### src/rtl/qbert_pkg.sv
// Shared Q*bert game types and constants.
// Used by the cube colour controller and its bus interface.
package qbert_pkg;

  localparam int N_CUBE_C = 28;

  localparam logic RULE_SET    = 1'b0;
  localparam logic RULE_TOGGLE = 1'b1;

  typedef enum logic [2:0] {
    IDLE      = 3'd0,
    PLAY      = 3'd1,
    WAIT_LAND = 3'd2,
    UPDATE    = 3'd3,
    FLASH     = 3'd4,
    DONE      = 3'd5
  } ctrl_state_t;

endpackage

### src/rtl/cube_color_ctrl_if.sv
// NIOS / map-block side bundle of the cube colour controller.
// master drives the game events, slave is the controller.
interface cube_color_ctrl_if
  import qbert_pkg::*;
#(
  parameter int N = N_CUBE_C
) ();

  logic         e_start_lvl;
  logic         e_rule;
  logic         e_pause_qb;
  logic         done_move;
  logic [N-1:0] position_qb;
  logic [N-1:0] color_state;
  logic [4:0]   n_colored;
  logic         score_pulse;
  logic         off_map;
  logic         level_done;
  logic [2:0]   ctrl_state;

  modport master (
    output e_start_lvl,
    output e_rule,
    output e_pause_qb,
    output done_move,
    output position_qb,
    input  color_state,
    input  n_colored,
    input  score_pulse,
    input  off_map,
    input  level_done,
    input  ctrl_state
  );

  modport slave (
    input  e_start_lvl,
    input  e_rule,
    input  e_pause_qb,
    input  done_move,
    input  position_qb,
    output color_state,
    output n_colored,
    output score_pulse,
    output off_map,
    output level_done,
    output ctrl_state
  );

endinterface

### src/rtl/lowest_one_sel.sv
// N-bit priority encoder: one-hot mask of the lowest set bit.
// valid is low when no bit is set.
module lowest_one_sel #(
  parameter int N = 28
) (
  input  logic [N-1:0] vec,
  output logic [N-1:0] mask,
  output logic         valid
);

  // x & -x isolates the lowest set bit
  assign mask  = vec & (~vec + {{(N-1){1'b0}}, 1'b1});
  assign valid = |vec;

endmodule

### src/rtl/cube_color_ctrl.sv
// Q*bert pyramid colour-rule controller: landings, level
// completion flash and level_done towards the NIOS.
module cube_color_ctrl
  import qbert_pkg::*;
#(
  parameter int          N_CUBE       = N_CUBE_C,
  parameter int          LAND_DELAY   = 2,
  parameter logic [31:0] FLASH_PERIOD = 32'd3_300_000,
  parameter int          FLASH_COUNT  = 6
) (
  input  logic            CLK_33,
  input  logic            reset,
  cube_color_ctrl_if.slave bus
);

  localparam int DW =
    (LAND_DELAY < 2) ? 1 : $clog2(LAND_DELAY + 1);
  localparam int HW =
    (FLASH_COUNT < 2) ? 1 : $clog2(FLASH_COUNT + 1);

  localparam logic [N_CUBE-1:0] ONES = '1;
  localparam logic [4:0] N_FULL = 5'(N_CUBE);
  localparam logic [DW-1:0] DLY = DW'(LAND_DELAY);
  localparam logic [HW-1:0] HLAST = HW'(FLASH_COUNT);
  localparam logic [31:0] FP_LAST = FLASH_PERIOD - 32'd1;

  ctrl_state_t       state;
  logic [DW-1:0]     dly_cnt;
  logic [31:0]       fl_cnt;
  logic [HW-1:0]     half_cnt;
  logic [N_CUBE-1:0] pos_q;
  logic [N_CUBE-1:0] color_q;
  logic [4:0]        n_q;
  logic              score_q;
  logic              off_q;
  logic              done_q;

  logic [N_CUBE-1:0] sel_mask;
  logic              sel_valid;
  logic [N_CUBE-1:0] upd_color;
  logic [4:0]        upd_n;
  logic              old_bit;
  logic              rise;

  lowest_one_sel #(
    .N (N_CUBE)
  ) u_sel (
    .vec   (pos_q),
    .mask  (sel_mask),
    .valid (sel_valid)
  );

  always_comb begin
    old_bit   = |(color_q & sel_mask);
    upd_color = color_q;
    upd_n     = n_q;
    rise      = 1'b0;
    if (sel_valid) begin
      rise = !old_bit;
      if (bus.e_rule == RULE_TOGGLE)
        upd_color = color_q ^ sel_mask;
      else
        upd_color = color_q | sel_mask;
      // count tracks each bit edge, never a recount
      if (rise)
        upd_n = n_q + 5'd1;
      else if (bus.e_rule == RULE_TOGGLE)
        upd_n = n_q - 5'd1;
    end
  end

  always_ff @(posedge CLK_33) begin
    if (reset) begin
      state    <= IDLE;
      dly_cnt  <= '0;
      fl_cnt   <= '0;
      half_cnt <= '0;
      pos_q    <= '0;
      color_q  <= '0;
      n_q      <= '0;
      score_q  <= 1'b0;
      off_q    <= 1'b0;
      done_q   <= 1'b0;
    end else begin
      score_q <= 1'b0;
      off_q   <= 1'b0;
      done_q  <= 1'b0;
      if (bus.e_start_lvl) begin
        state    <= PLAY;
        color_q  <= '0;
        n_q      <= '0;
        dly_cnt  <= '0;
        fl_cnt   <= '0;
        half_cnt <= '0;
      end else if (!bus.e_pause_qb) begin
        unique case (state)
          IDLE: ;
          PLAY: begin
            if (bus.done_move) begin
              dly_cnt <= DLY;
              state   <= WAIT_LAND;
            end
          end
          WAIT_LAND: begin
            if (dly_cnt == '0) begin
              pos_q <= bus.position_qb;
              state <= UPDATE;
            end else begin
              dly_cnt <= dly_cnt - DW'(1);
            end
          end
          UPDATE: begin
            color_q <= upd_color;
            n_q     <= upd_n;
            score_q <= rise;
            off_q   <= !sel_valid;
            if (upd_n == N_FULL) begin
              state    <= FLASH;
              fl_cnt   <= '0;
              half_cnt <= '0;
            end else begin
              state <= PLAY;
            end
          end
          FLASH: begin
            // phase changes on the first cycle of each period
            if (fl_cnt == '0) begin
              if (half_cnt == HLAST) begin
                color_q <= ONES;
                n_q     <= N_FULL;
                state   <= DONE;
              end else begin
                color_q  <= half_cnt[0] ? ONES : '0;
                n_q      <= half_cnt[0] ? N_FULL : 5'd0;
                half_cnt <= half_cnt + HW'(1);
              end
            end
            fl_cnt <= (fl_cnt == FP_LAST) ?
                      32'd0 : fl_cnt + 32'd1;
          end
          DONE: begin
            done_q <= 1'b1;
            state  <= IDLE;
          end
          default: state <= IDLE;
        endcase
      end
    end
  end

  assign bus.color_state = color_q;
  assign bus.n_colored   = n_q;
  assign bus.score_pulse = score_q;
  assign bus.off_map     = off_q;
  assign bus.level_done  = done_q;
  assign bus.ctrl_state  = state;

endmodule

### src/flat_wrapper.sv
// flat-port wrapper written by rule: the top's interface ports become plain ports
module cube_color_ctrl_flat import qbert_pkg::*;
#(
  parameter int          N_CUBE       = N_CUBE_C,
  parameter int          LAND_DELAY   = 2,
  parameter logic [31:0] FLASH_PERIOD = 32'd3_300_000,
  parameter int          FLASH_COUNT  = 6
)
  (CLK_33, reset, bus_e_start_lvl, bus_e_rule, bus_e_pause_qb, bus_done_move, bus_position_qb, bus_color_state, bus_n_colored, bus_score_pulse, bus_off_map, bus_level_done, bus_ctrl_state);
  cube_color_ctrl_if #(.N(28)) bus_i ();
  input  logic CLK_33;
  input  logic reset;
  input wire logic [$bits(bus_i.e_start_lvl)-1:0] bus_e_start_lvl;
  input wire logic [$bits(bus_i.e_rule)-1:0] bus_e_rule;
  input wire logic [$bits(bus_i.e_pause_qb)-1:0] bus_e_pause_qb;
  input wire logic [$bits(bus_i.done_move)-1:0] bus_done_move;
  input wire logic [$bits(bus_i.position_qb)-1:0] bus_position_qb;
  output wire logic [$bits(bus_i.color_state)-1:0] bus_color_state;
  output wire logic [$bits(bus_i.n_colored)-1:0] bus_n_colored;
  output wire logic [$bits(bus_i.score_pulse)-1:0] bus_score_pulse;
  output wire logic [$bits(bus_i.off_map)-1:0] bus_off_map;
  output wire logic [$bits(bus_i.level_done)-1:0] bus_level_done;
  output wire logic [$bits(bus_i.ctrl_state)-1:0] bus_ctrl_state;
  assign bus_i.e_start_lvl = bus_e_start_lvl;
  assign bus_i.e_rule = bus_e_rule;
  assign bus_i.e_pause_qb = bus_e_pause_qb;
  assign bus_i.done_move = bus_done_move;
  assign bus_i.position_qb = bus_position_qb;
  assign bus_color_state = bus_i.color_state;
  assign bus_n_colored = bus_i.n_colored;
  assign bus_score_pulse = bus_i.score_pulse;
  assign bus_off_map = bus_i.off_map;
  assign bus_level_done = bus_i.level_done;
  assign bus_ctrl_state = bus_i.ctrl_state;
  cube_color_ctrl #(.N_CUBE(N_CUBE), .LAND_DELAY(LAND_DELAY), .FLASH_PERIOD(FLASH_PERIOD), .FLASH_COUNT(FLASH_COUNT)) u_core (.CLK_33(CLK_33), .reset(reset), .bus(bus_i));
endmodule
### config.mk
export PLATFORM = sky130hd
export DESIGN_NAME = cube_color_ctrl_flat
export DESIGN_NICKNAME = d
export VERILOG_FILES = /design/src/rtl/qbert_pkg.sv /design/src/rtl/cube_color_ctrl_if.sv /design/src/rtl/lowest_one_sel.sv /design/src/rtl/cube_color_ctrl.sv /design/src/flat_wrapper.sv
export SDC_FILE = /design/constraint.sdc
export NUM_CORES = 1
export LEC_CHECK = 0
export CORE_UTILIZATION = 40
export DETAILED_ROUTE_END_ITERATION = 6
export PLACE_DENSITY = 0.57
export SETUP_SLACK_MARGIN = 0.02
export SYNTH_ARGS = -nofsm -noshare
export SYNTH_HDL_FRONTEND = slang
export SYNTH_SLANG_ARGS = --single-unit
### constraint.sdc
create_clock -name CLK_33 -period 9.85 [get_ports CLK_33]
set_input_delay 0.985 -clock CLK_33 [delete_from_list [all_inputs] [get_ports CLK_33]]
set_output_delay 0.985 -clock CLK_33 [all_outputs]
set_load 0.05 [all_outputs]
# Word-level counts from Yosys, hierarchy flattened
# Index checks and enable logic that the tools add are counted.
[word_totals]
out_inout_bits = 39
ff_bits = 104
word_cells = 102
inputBits = 34
[op_classes]
reduce_logical = 21
n_addsub = 6
muxes = 32
eq_ne = 22
n_bitwise = 10
[ops]
columns = ["cell", "count"]
rows = [
  ["28-bit 2-to-1 mux", 5],
  ["32-bit 2-to-1 mux", 2],
  ["32-bit case mux with 2 select lines", 1],
  ["28-bit bitwise AND", 2],
  ["28-bit case mux with 2 select lines", 1],
  ["28-bit OR reduction", 2],
  ["32-bit by 1-bit adder with 32-bit output, second input constant", 1],
  ["32-bit by 22-bit == test with 1-bit output, second input constant", 1],
  ["32-bit logical NOT", 1],
  ["5-bit 2-to-1 mux", 6],
  ["28-bit by 1-bit adder with 28-bit output, second input constant", 1],
  ["28-bit NOT", 1],
  ["28-bit bitwise OR", 1],
  ["28-bit bitwise XOR", 1],
  ["3-bit 2-to-1 mux", 8],
  ["3-bit case mux with 5 select lines", 1],
  ["4-bit AND reduction", 3],
  ["6-bit AND reduction", 2],
  ["2-bit by 1-bit != test with 1-bit output, second input constant", 5],
  ["2-bit != test, second input constant", 5],
  ["5-bit case mux with 2 select lines", 1],
  ["3-bit == test, second input constant", 3],
  ["3-bit by 2-bit != test with 1-bit output, second input constant", 3],
  ["3-bit by 2-bit == test with 1-bit output, second input constant", 2],
  ["22 further kinds", 32],
]

# Logic depth before layout (Yosys ltp)
[logic_depth]
ltp_word = 12
ltp_mapped = 20
depth_no_buf = 17

# By module
# From an unflattened synthesis, not the netlist that was laid out.
[hier_totals]
cells_unflattened = 891
hier_area_um2 = 6712.7
[by_module_without_submodules]
columns = ["mod", "cells_each", "n_inst", "seq_area_each_um2", "area_each_um2"]
rows = [
  ["cube_color_ctrl", 827, 1, 2082.0, 6294.8],
  ["lowest_one_sel", 64, 1, 0.0, 417.9],
]

# Worst setup path after synthesis
# OpenSTA, ideal clock, no wires.
[synth_timing]
path_kind = "reg-to-reg"
from = "register u_core.pos_q[0]"
to = "register u_core.fl_cnt[25]"
path_slack_ns = 4.857
t_required_ns = 9.730
synth_period_minus_slack_ns = 4.993
path_stages_with_launch = 20
setup_time_ns = 0.120
arrival_ns = 4.873
path_buffers = 3
path_cell_list = "dfxtp_1 > or4_4 > nor4_4 > nor2b_1 > nand2_1 > or3_1 > nor4_1 > and3_1 > ha_1 > nor4_1 > and3_1 > clkbuf_1 > a2111oi_0 > or3_1 > a41oi_1 > or4_1 > buf_2 > a21oi_4 > buf_6 > o21ai_2"
[synth_via]
elab_chain_len = 10
elab_cells_between_ends = 11
cone_classes = "add/sub (1); eq/ne (2); mux (2); bitwise (3); reduce/logical (3)"
[synth_lines]
columns = ["item", "line_no", "source"]
rows = [
  ["start: declaration", "cube_color_ctrl.sv:31", "logic [N_CUBE-1:0] pos_q;"],
  ["start signal: assignment", "cube_color_ctrl.sv:106", "pos_q <= bus.position_qb;"],
  ["28-bit NOT", "lowest_one_sel.sv:12", "assign mask = vec & (~vec + {{(N-1){1'b0}}, 1'b1});"],
  ["28-bit by 1-bit adder with 28-bit output", "lowest_one_sel.sv:12", ""],
  ["28-bit bitwise AND", "lowest_one_sel.sv:12", ""],
  ["28-bit bitwise AND", "cube_color_ctrl.sv:54", "old_bit = |(color_q & sel_mask);"],
  ["28-bit OR reduction", "cube_color_ctrl.sv:54", ""],
  ["5-bit 2-to-1 mux", "cube_color_ctrl.sv:65", "if (rise)"],
  ["5-bit 2-to-1 mux (*)", "cube_color_ctrl.sv:58", "if (sel_valid) begin"],
  ["5-bit == test (*)", "cube_color_ctrl.sv:117", "if (upd_n == N_FULL) begin"],
  ["2-bit by 1-bit != test with 1-bit output (no line) (*)", "n/a", ""],
  ["3-bit AND reduction (no line) (*)", "n/a", ""],
  ["end signal: assignment", "cube_color_ctrl.sv:138", "fl_cnt <= (fl_cnt == FP_LAST) ?"],
  ["end: declaration", "cube_color_ctrl.sv:29", "logic [31:0] fl_cnt;"],
]
# Every way passes the cells marked *; elsewhere a longest branch is shown, timed or not.
# A chain may end at the register's enable or synchronous reset.

# Worst setup path after layout
[layout_timing]
from = "register u_core.pos_q[0]"
to = "register u_core.fl_cnt[6]"
# Same word-level chain as after synthesis.

==> metrics.md <==
| Metric | Value |
|---|---|
| Outcome | `completed` |
| CTS Root Cell | `clkbuf_16` |
| Power per Cell Area | `108 nW/um^2` |
| CP top delay family | `simple AND/OR/NAND/NOR gates` |
| Post-DP HPWL | `about 12 mm` |
| Startpoint Class | `flop` |
| Combinational family with the most area after synthesis | `simple AND/OR/NAND/NOR gates` |
| Slowest CP cell | `a21oi_4` |
| Hold path depth | `2` |
| Largest area contributor in the netlist | `dfxtp_1` |
| Hold Violations, Final | `0` |
| Async S/R FF share, synth | `0%` |
| CP Class | `reg2reg` |
| Fmax | `164 MHz` |
| Die height | `about 130 um` |
| FF-to-FF path depth | `16` |
| Post-CTS setup repair buffer count | `0` |
| Top Ports | `73` |
| Worst EP arrival | `6.27 ns` |
| Die area | `17,200 um^2` |
| Synth Area in Adders | `11.8%` |
| Initial antenna violation count | `0` |
| Setup TNS Final | `0 ns` |
| Htree depth | `3` |
| Setup WS post-layout | `3.77 ns` |
| CP bufs+invs | `0` |
| Synth top area share | `31.3%` |
| Final setup vio count | `0` |
| Post-synthesis compound-gate area fraction | `a little over a fifth` |
| Synth Register Bits | `104` |
| Number of enable flip-flop cells after synthesis | `0` |
| GR peak layer | `met2` |
| Max_slew headroom | `19.4%` |
| Crit share post-route | `61.7%` |
| Total GRT Usage | `21.9%` |
| Mapped Area | `6660 um^2` |
| Placement Setup Slack | `3.76 ns` |
| Clock tree sinks | `104` |
| Clock Skew | `0.0129 ns` |
| Simple-gate share of the synthesized area | `27.3%` |
| Nets | `1,047` |
| CTS tree | `done` |
| Design Area, Final | `7810 um^2` |
| Total CTS buffers | `9` |
| MaxCap Viol Count | `0` |
| Mapped Cells | `approximately 900` |
| FF-to-FF setup slack | `between 3 and 4 ns` |
| Global route overflow | `0` |
| Top_reg_cell synth | `dfxtp_1` |
| Buffers on Ports | `72` |
| ANT nets after route | `0` |
| Critical Path Sink Type | `flop` |
| CP max FO | `28` |
| Core Area | `16,100 um^2` |
| Mapped Nets | `1,010` |
| Sequential share of the synthesized area | `between 30% and 40%` |
| Starting Density | `about two fifths` |
| Avg Cell Area, Syn | `7.30 um^2` |
| DRC | `0` |
| CP Data Required Time | `between 10 and 15 ns` |
| Cell variety after synth | `55` |
| Vias | `6,335` |
| Post-Synth XOR/XNOR Area | `0.394%` |
| Chain of cells forming the critical path | `or4_4 > nor4_4 > nor2b_1 > nand2_1 > or3_1 > nor4_1 > and3_1 > ha_1 > nor4_1 > and3_1 > a2111oi_0 > or3_1 > a41oi_1 > or4_1 > a21oi_4 > o21ai_0` |
| Placed Instance Area | `7500 um^2` |
| Pin count of the biggest net entering global routing | `roughly 60` |
| Area grow syn2layout | `17.2%` |
| Die width | `131 um` |
| Worst-skew pair later-pin latency | `0.36 ns` |
| Peak supply drop | `0.0805 mV` |
| Routed len/inst | `15.2 um` |
| 1st-iter DRT viols | `~440` |
| Leading post-synthesis cells by cell area | `dfxtp_1 (31%), ha_1 (12%), nand2_1 (8.5%)` |
| Post-CTS Hold Buffers | `0` |
| Routed vias/inst | `5.41` |
| Slew Limit Fails | `0` |
| Final wirelength | `17.8 mm` |
| Clk pin slew, worst setup/hold paths | `0.07 ns` |
| Met2 Track Usage GR | `33.5%` |
| Min Tclk post-route | `6.08 ns` |
| Met1 usage | `31.6%` |
| Vias in the first global route | `5,697` |
| RSZ-0062 raised after global routing | `no` |
| Post-CTS Resized | `0` |
| R2R Path End | `u_core.fl_cnt[6]` |
| LEAKAGE | `2.65 nW` |
| Hold Path Class | `reg2reg` |
| Std-Cell Rows | `46` |
| CP max stage delay | `0.83 ns` |
| Drt pass-1 iters | `5` |
| Slew @ Worst Pin | `1.21 ns` |
| Routability cong. | `0.806` |
| Layout cell share with drive strength beyond 1 | `4.82%` |
| Hold path startpoint | `u_core.pos_q[7]` |
| Worst reg2reg path startpoint | `u_core.pos_q[0]` |
| Grt met3 use | `3.53%` |
| Antenna Cells | `0` |
| Multiplexer share of the synthesized area | `less than 1%` |
| First-pass GRT wire length | `roughly 30 mm` |
| Hold endpoint | `u_core.pos_q[7]` |
| Synth warnings | `0` |
| Clk buf depth | `2` |
## how the worst max path moves through the flow
stage / start / end / slack (ns) / depth (start not counted)
2_1_floorplan: u_core.pos_q[0] / u_core.fl_cnt[25] / 4.86 / 19
3_3_place_gp: u_core.pos_q[0] / u_core.fl_cnt[27] / 3.92 / 16
3_5_place_dp: u_core.pos_q[0] / u_core.fl_cnt[6] / 3.76 / 16
4_1_cts: u_core.pos_q[0] / u_core.fl_cnt[6] / 3.75 / 16
5_1_grt: u_core.pos_q[0] / u_core.fl_cnt[6] / 3.21 / 17
6_report: u_core.pos_q[0] / u_core.fl_cnt[6] / 3.77 / 16
## flip-flops by register name (all words and copies together), names as in the netlist
name,cells
u_core.fl_cnt,32
u_core.bus.color_state,28
u_core.pos_q,28
u_core.bus.n_colored,5
u_core.bus.ctrl_state,3
u_core.half_cnt,3
u_core.dly_cnt,2
u_core.bus.level_done,1
u_core.bus.off_map,1
u_core.bus.score_pulse,1
## where the power goes
part	switching [W]	internal, W	leakage (nW)
combinational	0.0000193	0.0000160	1.66
sequential	0.00000214	0.000421	0.838
clock	0.000171	0.000212	0.153
total	0.000193	0.000649	2.65
## Yosys cell counts (6+ instances only)
master    count
a31oi_1      18
nor4_1       24
dfxtp_1     104
a211oi_1     30
buf_1         6
nor3_1       26
nand4_1      10
nand3_1      29
or3_1         6
and3_1        8
o21ai_0      51
nand2_1     150
o21ai_2      10
and2_1       17
nor2_1       84
inv_1        68
ha_1         63
a21oi_1      84
clkbuf_1     44
## per-stage QoR
stage / utilization [%] / hold slack [ns] / power, W / instances
after global routing: 48.6 / 0.501 / 0.000871 / 1171
after detailed placement: 46.7 / 0.461 / 0.000468 / 1155
after floorplan: - / 0.440 / 0.000449 / 913
after CTS: 48.6 / 0.474 / 0.000850 / 1171
after global placement: 46.7 / 0.462 / 0.000468 / 1155
final: 48.6 / 0.474 / 0.000842 / 1171
## placed cells by master (no fill, tap or decap), drive strengths merged, types with 6 or more instances in the layout
| cell type | count |
|---|---|
| a211oi | 30 |
| a21oi | 85 |
| a31oi | 18 |
| and2 | 17 |
| and3 | 8 |
| buf | 9 |
| clkbuf | 12 |
| clkdlybuf4s50 | 71 |
| dfxtp | 104 |
| ha | 63 |
| inv | 68 |
| nand2 | 150 |
| nand3 | 29 |
| nand4 | 10 |
| nor2 | 84 |
| nor3 | 26 |
| nor4 | 25 |
| o21ai | 62 |
| or3 | 6 |
| or4 | 6 |
## cell families (layout without fill, tap and decap cells)
logic type / after synthesis / after routing
AND/OR/NAND/NOR: 385 / 385
AO/OA/AOI/OAI: 233 / 233
buffers and inverters: 122 / 164
flip-flops: 104 / 104
adder cells (fa/ha/maj): 63 / 63
XOR/XNOR: 3 / 3
multiplexers: 3 / 3
## final cells by class
type	count	area, um^2
clock buffers	12	256
clock inverters	4	52.6
fillers	1608	8250
inverters	68	255
multi-input cells	687	4120
flip-flops and latches	104	2080
well taps	216	270
repair buffers	80	776
## worst min-delay path: cells and delay by family, from the launching register on
family / cells / cell delay [ns]
flip-flops: 1 / 0.32
AND/OR/NAND/NOR: 1 / 0.05
AO/OA/AOI/OAI: 1 / 0.05
## metal layers
layer  wire length [um]  vias to the layer above
li1                   -                     3284
met4                200                        0
met2               7580                      144
met1               9150                     2894
met3                881                       13
met5                  0                        -
(Power assumes the default switching activity.)
